### src/rtl/wash_ctrl_pkg.sv
// Shared encodings for the wash run-phase controller: run states, phases,
// program-word field layout and the phase-to-actuator mapping.
package wash_ctrl_pkg;

  localparam int unsigned PROG_W   = 26;
  localparam int unsigned N_PHASES = 8;

  typedef enum logic [2:0] {
    RS_IDLE   = 3'd0,
    RS_RUN    = 3'd1,
    RS_PAUSE  = 3'd2,
    RS_ERROR  = 3'd3,
    RS_FINISH = 3'd4
  } run_state_e;

  typedef enum logic [2:0] {
    PH_W_FILL  = 3'd0,
    PH_WASH    = 3'd1,
    PH_W_DRAIN = 3'd2,
    PH_W_SPIN  = 3'd3,
    PH_R_FILL  = 3'd4,
    PH_RINSE   = 3'd5,
    PH_R_DRAIN = 3'd6,
    PH_R_SPIN  = 3'd7
  } phase_e;

  // Field LSB per phase (element 0 = W_FILL); WASH and RINSE are 4 bits wide.
  localparam logic [7:0][4:0] FIELD_LSB  = {5'd0, 5'd3, 5'd6, 5'd10,
                                            5'd13, 5'd16, 5'd19, 5'd23};
  localparam logic [7:0]      FIELD_WIDE = 8'b0010_0010;

  // Bit n set = actuator on while running in phase n.
  localparam logic [7:0] WATER_MASK = 8'b0001_0001;
  localparam logic [7:0] MOTOR_MASK = 8'b1010_1010;
  localparam logic [7:0] DRAIN_MASK = 8'b1100_1100;

  function automatic logic [3:0] field_of(input logic [PROG_W-1:0] p,
                                          input logic [2:0]        idx);
    logic [PROG_W-1:0] shifted;
    shifted = p >> FIELD_LSB[idx];
    return FIELD_WIDE[idx] ? shifted[3:0] : {1'b0, shifted[2:0]};
  endfunction

endpackage

### src/rtl/next_phase_find.sv
// Finds the first phase at or after start_idx_i whose program field is
// nonzero, returning its index and duration.
module next_phase_find
  import wash_ctrl_pkg::*;
(
  input  logic [PROG_W-1:0] prog_i,
  input  logic [3:0]        start_idx_i,
  output logic [2:0]        next_phase_o,
  output logic [3:0]        next_dur_o,
  output logic              none_left_o
);

  always_comb begin
    logic found;
    found        = 1'b0;
    next_phase_o = '0;
    next_dur_o   = '0;
    for (int unsigned i = 0; i < N_PHASES; i++) begin
      if (!found && (4'(i) >= start_idx_i) && (field_of(prog_i, 3'(i)) != '0)) begin
        found        = 1'b1;
        next_phase_o = 3'(i);
        next_dur_o   = field_of(prog_i, 3'(i));
      end
    end
    none_left_o = !found;
  end

endmodule

### src/rtl/wash_sequencer.sv
// Run-phase controller: latches the program word, steps the eight wash/rinse
// phases on the 1 Hz tick and drives valves and motor, with pause and door error.
module wash_sequencer
  import wash_ctrl_pkg::*;
#(
  parameter int unsigned PH_W  = 3,
  parameter int unsigned TOT_W = 8
) (
  input  logic              cp,
  input  logic              rst,
  input  logic              tick,
  input  logic              start,
  input  logic              pause,
  input  logic              door_open,
  input  logic [25:0]       prog,
  output logic [2:0]        run_state,
  output logic [PH_W-1:0]   phase,
  output logic [3:0]        remain,
  output logic [TOT_W-1:0]  total_remain,
  output logic              water_valve,
  output logic              drain_valve,
  output logic              motor,
  output logic              done
);

  run_state_e          state_q, state_d;
  phase_e              phase_q, phase_d;
  logic [3:0]          remain_q, remain_d;
  logic [TOT_W-1:0]    total_q, total_d;
  logic [PROG_W-1:0]   prog_q, prog_d;
  logic                water_q, water_d, drain_q, drain_d, motor_q, motor_d;
  logic                done_q, done_d;

  logic [PROG_W-1:0]   find_prog;
  logic [3:0]          find_start;
  logic [2:0]          nf_phase;
  logic [3:0]          nf_dur;
  logic                nf_none;
  logic [TOT_W-1:0]    load_total;

  // One finder serves both the initial load (live prog from index 0) and
  // advancing (latched prog from the phase after the current one).
  assign find_prog  = (state_q == RS_IDLE) ? prog : prog_q;
  assign find_start = (state_q == RS_IDLE) ? 4'd0 : ({1'b0, phase_q} + 4'd1);

  next_phase_find u_find (
    .prog_i       (find_prog),
    .start_idx_i  (find_start),
    .next_phase_o (nf_phase),
    .next_dur_o   (nf_dur),
    .none_left_o  (nf_none)
  );

  always_comb begin
    load_total = '0;
    for (int unsigned i = 0; i < N_PHASES; i++) begin
      load_total = load_total + TOT_W'(field_of(prog, 3'(i)));
    end
  end

  always_ff @(posedge cp) begin
    if (rst) begin
      state_q  <= RS_IDLE;
      phase_q  <= PH_W_FILL;
      remain_q <= '0;
      total_q  <= '0;
      prog_q   <= '0;
      water_q  <= 1'b0;
      drain_q  <= 1'b0;
      motor_q  <= 1'b0;
      done_q   <= 1'b0;
    end else begin
      state_q  <= state_d;
      phase_q  <= phase_d;
      remain_q <= remain_d;
      total_q  <= total_d;
      prog_q   <= prog_d;
      water_q  <= water_d;
      drain_q  <= drain_d;
      motor_q  <= motor_d;
      done_q   <= done_d;
    end
  end

  always_comb begin
    state_d  = state_q;
    phase_d  = phase_q;
    remain_d = remain_q;
    total_d  = total_q;
    prog_d   = prog_q;
    done_d   = 1'b0;
    case (state_q)
      RS_IDLE: begin
        if (start && (prog != '0)) begin
          prog_d   = prog;
          phase_d  = phase_e'(nf_phase);
          remain_d = nf_dur;
          total_d  = load_total;
          state_d  = RS_RUN;
        end
      end
      RS_RUN: begin
        if (door_open) begin
          state_d = RS_ERROR;
        end else if (pause) begin
          state_d = RS_PAUSE;
        end else if (tick) begin
          if (total_q != '0) total_d = total_q - TOT_W'(1);
          if (remain_q > 4'd1) begin
            remain_d = remain_q - 4'd1;
          end else if (!nf_none) begin
            phase_d  = phase_e'(nf_phase);
            remain_d = nf_dur;
          end else begin
            state_d  = RS_FINISH;
            remain_d = '0;
            total_d  = '0;
            done_d   = 1'b1;
          end
        end
      end
      RS_PAUSE: begin
        if (door_open)  state_d = RS_ERROR;
        else if (pause) state_d = RS_RUN;
      end
      RS_ERROR: begin
        if (start && !door_open) state_d = RS_RUN;
      end
      RS_FINISH: begin
        if (start) begin
          state_d  = RS_IDLE;
          phase_d  = PH_W_FILL;
          remain_d = '0;
        end
      end
      default: state_d = RS_IDLE;
    endcase
  end

  always_comb begin
    water_d = (state_d == RS_RUN) && WATER_MASK[phase_d];
    motor_d = (state_d == RS_RUN) && MOTOR_MASK[phase_d];
    drain_d = (state_d == RS_RUN) && DRAIN_MASK[phase_d];
  end

  assign run_state    = state_q;
  assign phase        = PH_W'(phase_q);
  assign remain       = remain_q;
  assign total_remain = total_q;
  assign water_valve  = water_q;
  assign drain_valve  = drain_q;
  assign motor        = motor_q;
  assign done         = done_q;

  a_no_underflow: assert property (@(posedge cp) disable iff (rst)
    (state_q == RS_RUN && tick && !door_open && !pause) |-> (total_q != '0));

endmodule

### config.mk
export PLATFORM = sky130hd
export DESIGN_NAME = wash_sequencer
export DESIGN_NICKNAME = d
export VERILOG_FILES = /design/src/rtl/wash_ctrl_pkg.sv /design/src/rtl/next_phase_find.sv /design/src/rtl/wash_sequencer.sv
export SDC_FILE = /design/constraint.sdc
export NUM_CORES = 1
export LEC_CHECK = 0
export ABC_AREA = 0
export BUFFER_PORTS_ARGS = -buffer_cell sky130_fd_sc_hd__buf_2
export CAP_MARGIN = 0
export CORE_ASPECT_RATIO = 1.75
export CORE_MARGIN = 5
export CORE_UTILIZATION = 30
export DETAILED_ROUTE_END_ITERATION = 8
export GPL_TIMING_DRIVEN = 0
export PLACE_DENSITY = 0.47
export REMOVE_ABC_BUFFERS = 1
export SYNTH_ARGS = -nofsm -noshare
export SYNTH_HDL_FRONTEND = slang
export SYNTH_HIERARCHICAL = 1
export SYNTH_SLANG_ARGS = --single-unit
### constraint.sdc
create_clock -name cp -period 5.3 [get_ports cp]
set_input_delay 0 -clock cp [delete_from_list [all_inputs] [get_ports cp]]
set_output_delay 0 -clock cp [all_outputs]
set_load 0.05 [all_outputs]
# --- After elaboration in Yosys (flattened, before gate mapping) ---
# Memory sizes are Yosys's and may differ from the RTL's.
# Index checks and enable logic that the tools add are counted.
# W data, S select, Z words.
word_totals:
  register_bits: 48
  rom_bits: 24
  output_inout_bits: 22
  mem_count: 3
mem_list:
  columns: ["memory", "depth", "word_bits", "rd", "rd_ports_with_merged_regs", "wr", "line_no", "text"]
  rows:
  - ["(name not given)", 8, 1, 1, 0, 0, "wash_sequencer.sv:143", "drain_d = (state_d == RS_RUN) && DRAIN_MASK[phase_d];"]
  - ["(name not given)", 8, 1, 1, 0, 0, "wash_sequencer.sv:142", "motor_d = (state_d == RS_RUN) && MOTOR_MASK[phase_d];"]
  - ["(name not given)", 8, 1, 1, 0, 0, "wash_sequencer.sv:141", "water_d = (state_d == RS_RUN) && WATER_MASK[phase_d];"]
classes:
  add_sub_neg: 10
  n_lt_le_gt_ge: 10
  n_eq_ne: 10
  mux: 64
  bitwise: 2
  n_reduce_logical: 45
ops:
  columns: ["cell", "n"]
  rows:
  - ["$mux W3", 24]
  - ["$mux W4", 15]
  - ["$mux W8", 7]
  - ["$mux W26", 1]
  - ["$reduce_bool A26 Y1", 1]
  - ["$reduce_bool A3 Y1", 7]
  - ["$logic_and A1 B1 Y1", 20]
  - ["$add A8 B3 Y8", 2]
  - ["$ge A3 B4 Y1 const A", 4]
  - ["$pmux W8 S2", 1]
  - ["$pmux W3 S5", 1]
  - ["$mux W1", 13]
  - ["$pmux W4 S3", 1]
  - ["$pmux W3 S3", 1]
  - ["$add A7 B3 Y8", 1]
  - ["$add A8 B4 Y8", 1]
  - ["$ge A1 B4 Y1 const A", 2]
  - ["$ge A2 B4 Y1 const A", 2]
  - ["$logic_not A1 Y1", 8]
  - ["$ne A2 B2 Y1 const B", 4]
  - ["$reduce_bool A4 Y1", 2]
  - ["$reduce_bool A8 Y1", 1]
  - ["$sub A8 B1 Y8 const B", 1]
  - ["$add A6 B3 Y7", 1]
  - ["other kinds (17)", 20]

# --- Longest topological paths before layout ---
depth:
  word_depth: 42
  depth_mapped: 15

# --- Hierarchy ---
# The synthesis kept the hierarchy.
modules_own_cells:
  columns: ["module", "instances", "cells_each", "area_each_um2"]
  rows:
  - ["wash_sequencer", 1, 413, 3534.6]
  - ["next_phase_find", 1, 88, 555.5]

# --- Least setup slack after synthesis ---
# OpenSTA, ideal clock, no wires.
synth_timing:
  path_type: "reg2reg"
  start: "register state_q[2], in the netlist run_state[2]"
  end: "register water_q, in the netlist water_valve"
  setup_time_ns: 0.130
  t_arrival_ns: 3.801
  required_ns: 5.170
  slack_ns: 1.369
  path_stages_with_launch: 13
  n_path_buf: 2
  synth_period_minus_slack_ns: 3.931
  cell_sequence: "dfxtp_1 -> buf_4 -> nor3_1 -> buf_2 -> mux2_2 -> o41ai_1 -> nand2_1 -> nor2_1 -> inv_1 -> nor3_4 -> a31oi_1 -> o311ai_2 -> nor3_2"
synth_between:
  word_cells_on_any_way: 82
  classes_between: "order compare: 8; eq/ne: 5; mux: 36; reduce/logical: 32; memory: 1"
synth_lines:
  columns: ["item", "line_no", "text"]
  rows:
  - ["start: declaration", "wash_sequencer.sv:26", "run_state_e state_q, state_d;"]
  - ["start signal: assignment", "wash_sequencer.sv:73", "state_q <= state_d;"]
  - ["$logic_not A3 Y1 (*)", "wash_sequencer.sv:43", "assign find_prog = (state_q == RS_IDLE) ? prog : prog_q;"]
  - ["$mux W26 (*)", "wash_sequencer.sv:43", null]
  - ["via find_prog[7]", "wash_sequencer.sv:34", "logic [PROG_W-1:0] find_prog;"]
  - ["$reduce_bool A4 Y1 (*)", "next_phase_find.sv:19", "if (!found && (4'(i) >= start_idx_i) && (field_of(prog_i, 3'(i)) != '0)) begin"]
  - ["$logic_and A1 B1 Y1 (*)", "next_phase_find.sv:19", null]
  - ["$mux W1", "next_phase_find.sv:19", null]
  - ["$logic_not A1 Y1", "next_phase_find.sv:19", null]
  - ["$logic_and A1 B1 Y1 (2 in series)", "next_phase_find.sv:19", null]
  - ["[6 not listed]", null, null]
  - ["$mux W3", "wash_sequencer.sv:109", "if (remain_q > 4'd1) begin"]
  - ["$mux W3", "wash_sequencer.sv:107", "end else if (tick) begin"]
  - ["$mux W3", "wash_sequencer.sv:105", "end else if (pause) begin"]
  - ["$mux W3", "wash_sequencer.sv:103", "if (door_open) begin"]
  - ["$pmux W3 S3", "wash_sequencer.sv:92", "case (state_q)"]
  - ["$mem_v2 Z8 W1", null, null]
  - ["$mux W1 (not written as such)", "wash_sequencer.sv:141", null]
  - ["$logic_and A1 B1 Y1 (*)", "wash_sequencer.sv:141", null]
  - ["end signal: assignment", "wash_sequencer.sv:78", "water_q <= water_d;"]
  - ["end: declaration", "wash_sequencer.sv:31", "logic water_q, water_d, drain_q, drain_d, motor_q, motor_d;"]
# Mark *: on every way through the listed nets, which the timed path passes. The rest lies on a longest branch. The select of a mux whose other input is x is not followed.
# A chain may end at the register's enable or synchronous reset.

# --- Final worst setup path ---
layout_timing:
  start: "register state_q[2], in the netlist run_state[2]"
  end: "register water_q, in the netlist water_valve"
layout_between:
  word_cells_on_any_way: 82
  classes_between: "order compare: 8; eq/ne: 5; mux: 36; reduce/logical: 32; memory: 1"
layout_lines:
  columns: ["item", "line_no"]
  rows:
  - ["$logic_not A3 Y1 (*)", "wash_sequencer.sv:43"]
  - ["$mux W26 (*)", "wash_sequencer.sv:43"]
  - ["via find_prog[17]", "wash_sequencer.sv:34"]
  - ["$reduce_bool A3 Y1 (*)", "next_phase_find.sv:19"]
  - ["$logic_and A1 B1 Y1 (*)", "next_phase_find.sv:19"]
  - ["$mux W1", "next_phase_find.sv:19"]
  - ["$logic_not A1 Y1", "next_phase_find.sv:19"]
  - ["$logic_and A1 B1 Y1 (2 in series)", "next_phase_find.sv:19"]
  - ["[18 not listed]", null]
  - ["$mux W3", "wash_sequencer.sv:109"]
  - ["$mux W3", "wash_sequencer.sv:107"]
  - ["$mux W3", "wash_sequencer.sv:105"]
  - ["$mux W3", "wash_sequencer.sv:103"]
  - ["$pmux W3 S3", "wash_sequencer.sv:92"]
  - ["$mem_v2 Z8 W1", null]
  - ["$mux W1 (not written as such)", "wash_sequencer.sv:141"]
  - ["$logic_and A1 B1 Y1 (*)", "wash_sequencer.sv:141"]
# Marked as above.

==> run summary <==
Max Clock Skew - 0.0109 ns
pins over their slew limit - 0
fin crit period - 4.87 ns
pwr dens - 357 nW/um^2
drt drc - 0
worst setup margin - 0.427 ns
Post-Syn Instances - 501
Site Rows - 56
Via Count - 3,842
Clock Pin Slew Worst Setup and Hold Paths - 0.08 ns
post-route ant nets - 0
Peak VDD IR - 0.159 mV
Synth top area share - 0.235
Initial Util - 0.306
top cells by area, synth - dfxtp_1, fa_1, mux2_2
CP Capture Type - register
sequential-to-total area share from yosys stat - 0.235
Die Area - 16,200 sq um
Mapped Avg Cell Area - 8.16 sq um
TritonCTS clock tree - done
largest net degree at the start of global routing - 45
CTS H-tree lvls - 2
Final Wtd Congestion - 0.841
Root Buffer - clkbuf_16
Finished Layout Cells - 738
data arrival time of the worst path - 5.05 ns
Avg Vias per Cell - 5.21
mapped cell area - 4090 sq um
critical path class - register to register
All-Layer GR Usage - 0.155
Leak - 2.05 nW
Die Ht - 164 um
Post-Route WL - 12.6 mm
Antenna diodes - 0
Final Cell Area - 4840 sq um
WP data required - 5.47 ns
Final #Nets - 630
Switching Share - 0.429
Min-Delay Path Class - input port to register
Switch Pwr - 0.741 mW
core area - 13,400 sq um
Max Buffers Root-to-Sink - 2
pre-CTS setup slack - 0.323 ns
area post-placement - 4450 sq um
area grow syn2layout - 18.3%
TritonCTS buffer count - 5
Max Cap Violations - 0
logic gate share of total power - 0.520
async set-or-reset flop fraction in the synthesized netlist - 0
initial drt markers - 177
max_slew headroom - 0.141
largest area contributor in the netlist - dfxtp_1
postcts setup bufs - 0
Util after Layout - 0.361
part of the power in registers - 0.261
final hold viol count - 0
initial antenna violation count - 0
clk sinks - 48
Worst-Skew Late Latency - 0.30 ns
CP Launch Type - register
share of layout cells above drive strength 1 - 0.215
worst slew pin tran - 1.29 ns
drt first pass iters - 5
Yosys reg bits - 48
Tcrit/Tclk final - 0.920
vias in the first global route - 3,799
port bufs - 53
first-pass GRT wire length - 19.9 mm
most frequent cells in the layout - nand2_1, inv_1, buf_2
maximum clock rate - 205 MHz
post-DP HPWL - 9.72 mm
Synthesis Warnings - 6
worst-path fanout max - 15
Clk pwr share - 0.220
status - complete, no violations
dpl cells - 709
total grt overflow - 0
IO Count - 54
RSZ-0062 raised after global routing - no
Post-synth EDFFs - 0
Yosys cell types - 72
internal power - 0.987 mW
commonest non-fill, non-tap cell in the layout - nand2_1
Synth Flop Type - dfxtp_1
wire length per cell - 17.0 um
die width - 98.3 um
setup violators final - 0
==> synthesized netlist by cell type (4+ instances only) <==
master / n
a21oi_1: 47
xnor2_1: 5
nand2_1: 72
nand3_1: 8
a32oi_1: 5
mux2_2: 27
a22oi_1: 6
dfxtp_1: 48
clkbuf_1: 4
buf_6: 7
nor2_1: 35
o32ai_1: 9
nor4_1: 6
inv_1: 58
nor3_1: 21
buf_4: 4
a31oi_1: 8
buf_2: 6
a211oi_1: 4
ha_1: 16
o21ai_0: 15
o21ai_1: 4
fa_1: 19
==> state kept, by name, summed over array words and instances, names as in the netlist <==
signal,cells
run_state,3
done,1
water_valve,1
phase,3
drain_valve,1
motor,1
prog_q,26
remain,4
total_remain,8
==> metrics by stage <==
step                      power [mW]  hold slack [ns]  TNS [ns]
after floorplan                 1.13           0.0691     -1.96
after global placement          1.33            0.279    -37.89
after detailed placement        1.35            0.284         0
after CTS                       1.75          0.00782         0
after global routing            1.86           0.0190         0
final                           1.73          0.00857         0
==> routing by layer <==
metal	GRT usage	vias to the layer above	wire length [um]
met4	0.0665	0	233
li1	-	1883	-
met5	0	-	0
met3	0.0194	12	418
met1	0.172	1861	4980
met2	0.294	86	6920
==> power by group through the flow <==
stage               logic [mW]  registers (mW)  clock network, mW
finish                   0.898           0.450              0.380
CTS                      0.908           0.450              0.389
detailed placement       0.890           0.458                  0
global placement         0.875           0.456                  0
floorplan                0.582           0.544                  0
global route              1.00           0.457              0.402
==> logic make-up (layout without fill, tap and decap cells) <==
kind of cell / Yosys count / count (layout) / share of synthesized area
AOI/OAI and AO/OA: 131 / 131 / 0.227
DFF: 48 / 48 / 0.235
adders and majority gates: 35 / 35 / 0.142
buffers and inverters: 81 / 144 / 0.0967
xor gates and xnor gates: 5 / 5 / 0.0107
and+or+nand+nor: 173 / 173 / 0.212
muxes: 28 / 28 / 0.0768
==> path summary, 6_finish.rpt <==
path	startpoint	end	slack [ns]	cells past startpoint
setup / recovery	run_state[2]$_SDFF_PP0_	water_valve$_SDFF_PP0_	0.43	14
hold / removal	prog[22]	prog_q[22]$_SDFFE_PP0P_	0.009	3
setup reg to reg	run_state[2]$_SDFF_PP0_	water_valve$_SDFF_PP0_	0.43	14
hold reg to reg	prog_q[3]$_SDFFE_PP0P_	prog_q[3]$_SDFFE_PP0P_	0.45	2
==> layout make-up <==
| class | count | area [sq um] |
|---|---|---|
| Timing Repair Buffer | 78 | 520 |
| Multi-Input combinational cell | 372 | 2750 |
| Inverter | 58 | 218 |
| Fill cell | 1433 | 8550 |
| Tap cell | 174 | 218 |
| Sequential cell | 48 | 961 |
| Clock buffer | 5 | 125 |
| Clock inverter | 3 | 42.5 |
==> worst max-delay path, stage by stage, from the launching register on <==
cell,delay [ns]
dfxtp_1,0.55
nor3_4,0.46
buf_6,0.22
buf_6,0.16
mux2_2,0.36
nor3_1,0.53
o211ai_1,0.32
a211oi_1,0.34
nand2_1,0.14
nor2_1,0.33
inv_1,0.17
nor3_4,0.38
a31oi_1,0.19
o311ai_2,0.47
nor3_2,0.10
==> what timing repair did <==
item | 4_1_cts | 5_1_grt
resized for setup | 0 | 2
endpoints found under the hold margin | 21 | 0
hold buffers | 21 | 0
endpoints found under the setup margin | 0 | 3
Note: power is estimated with default switching activity, not from simulation.
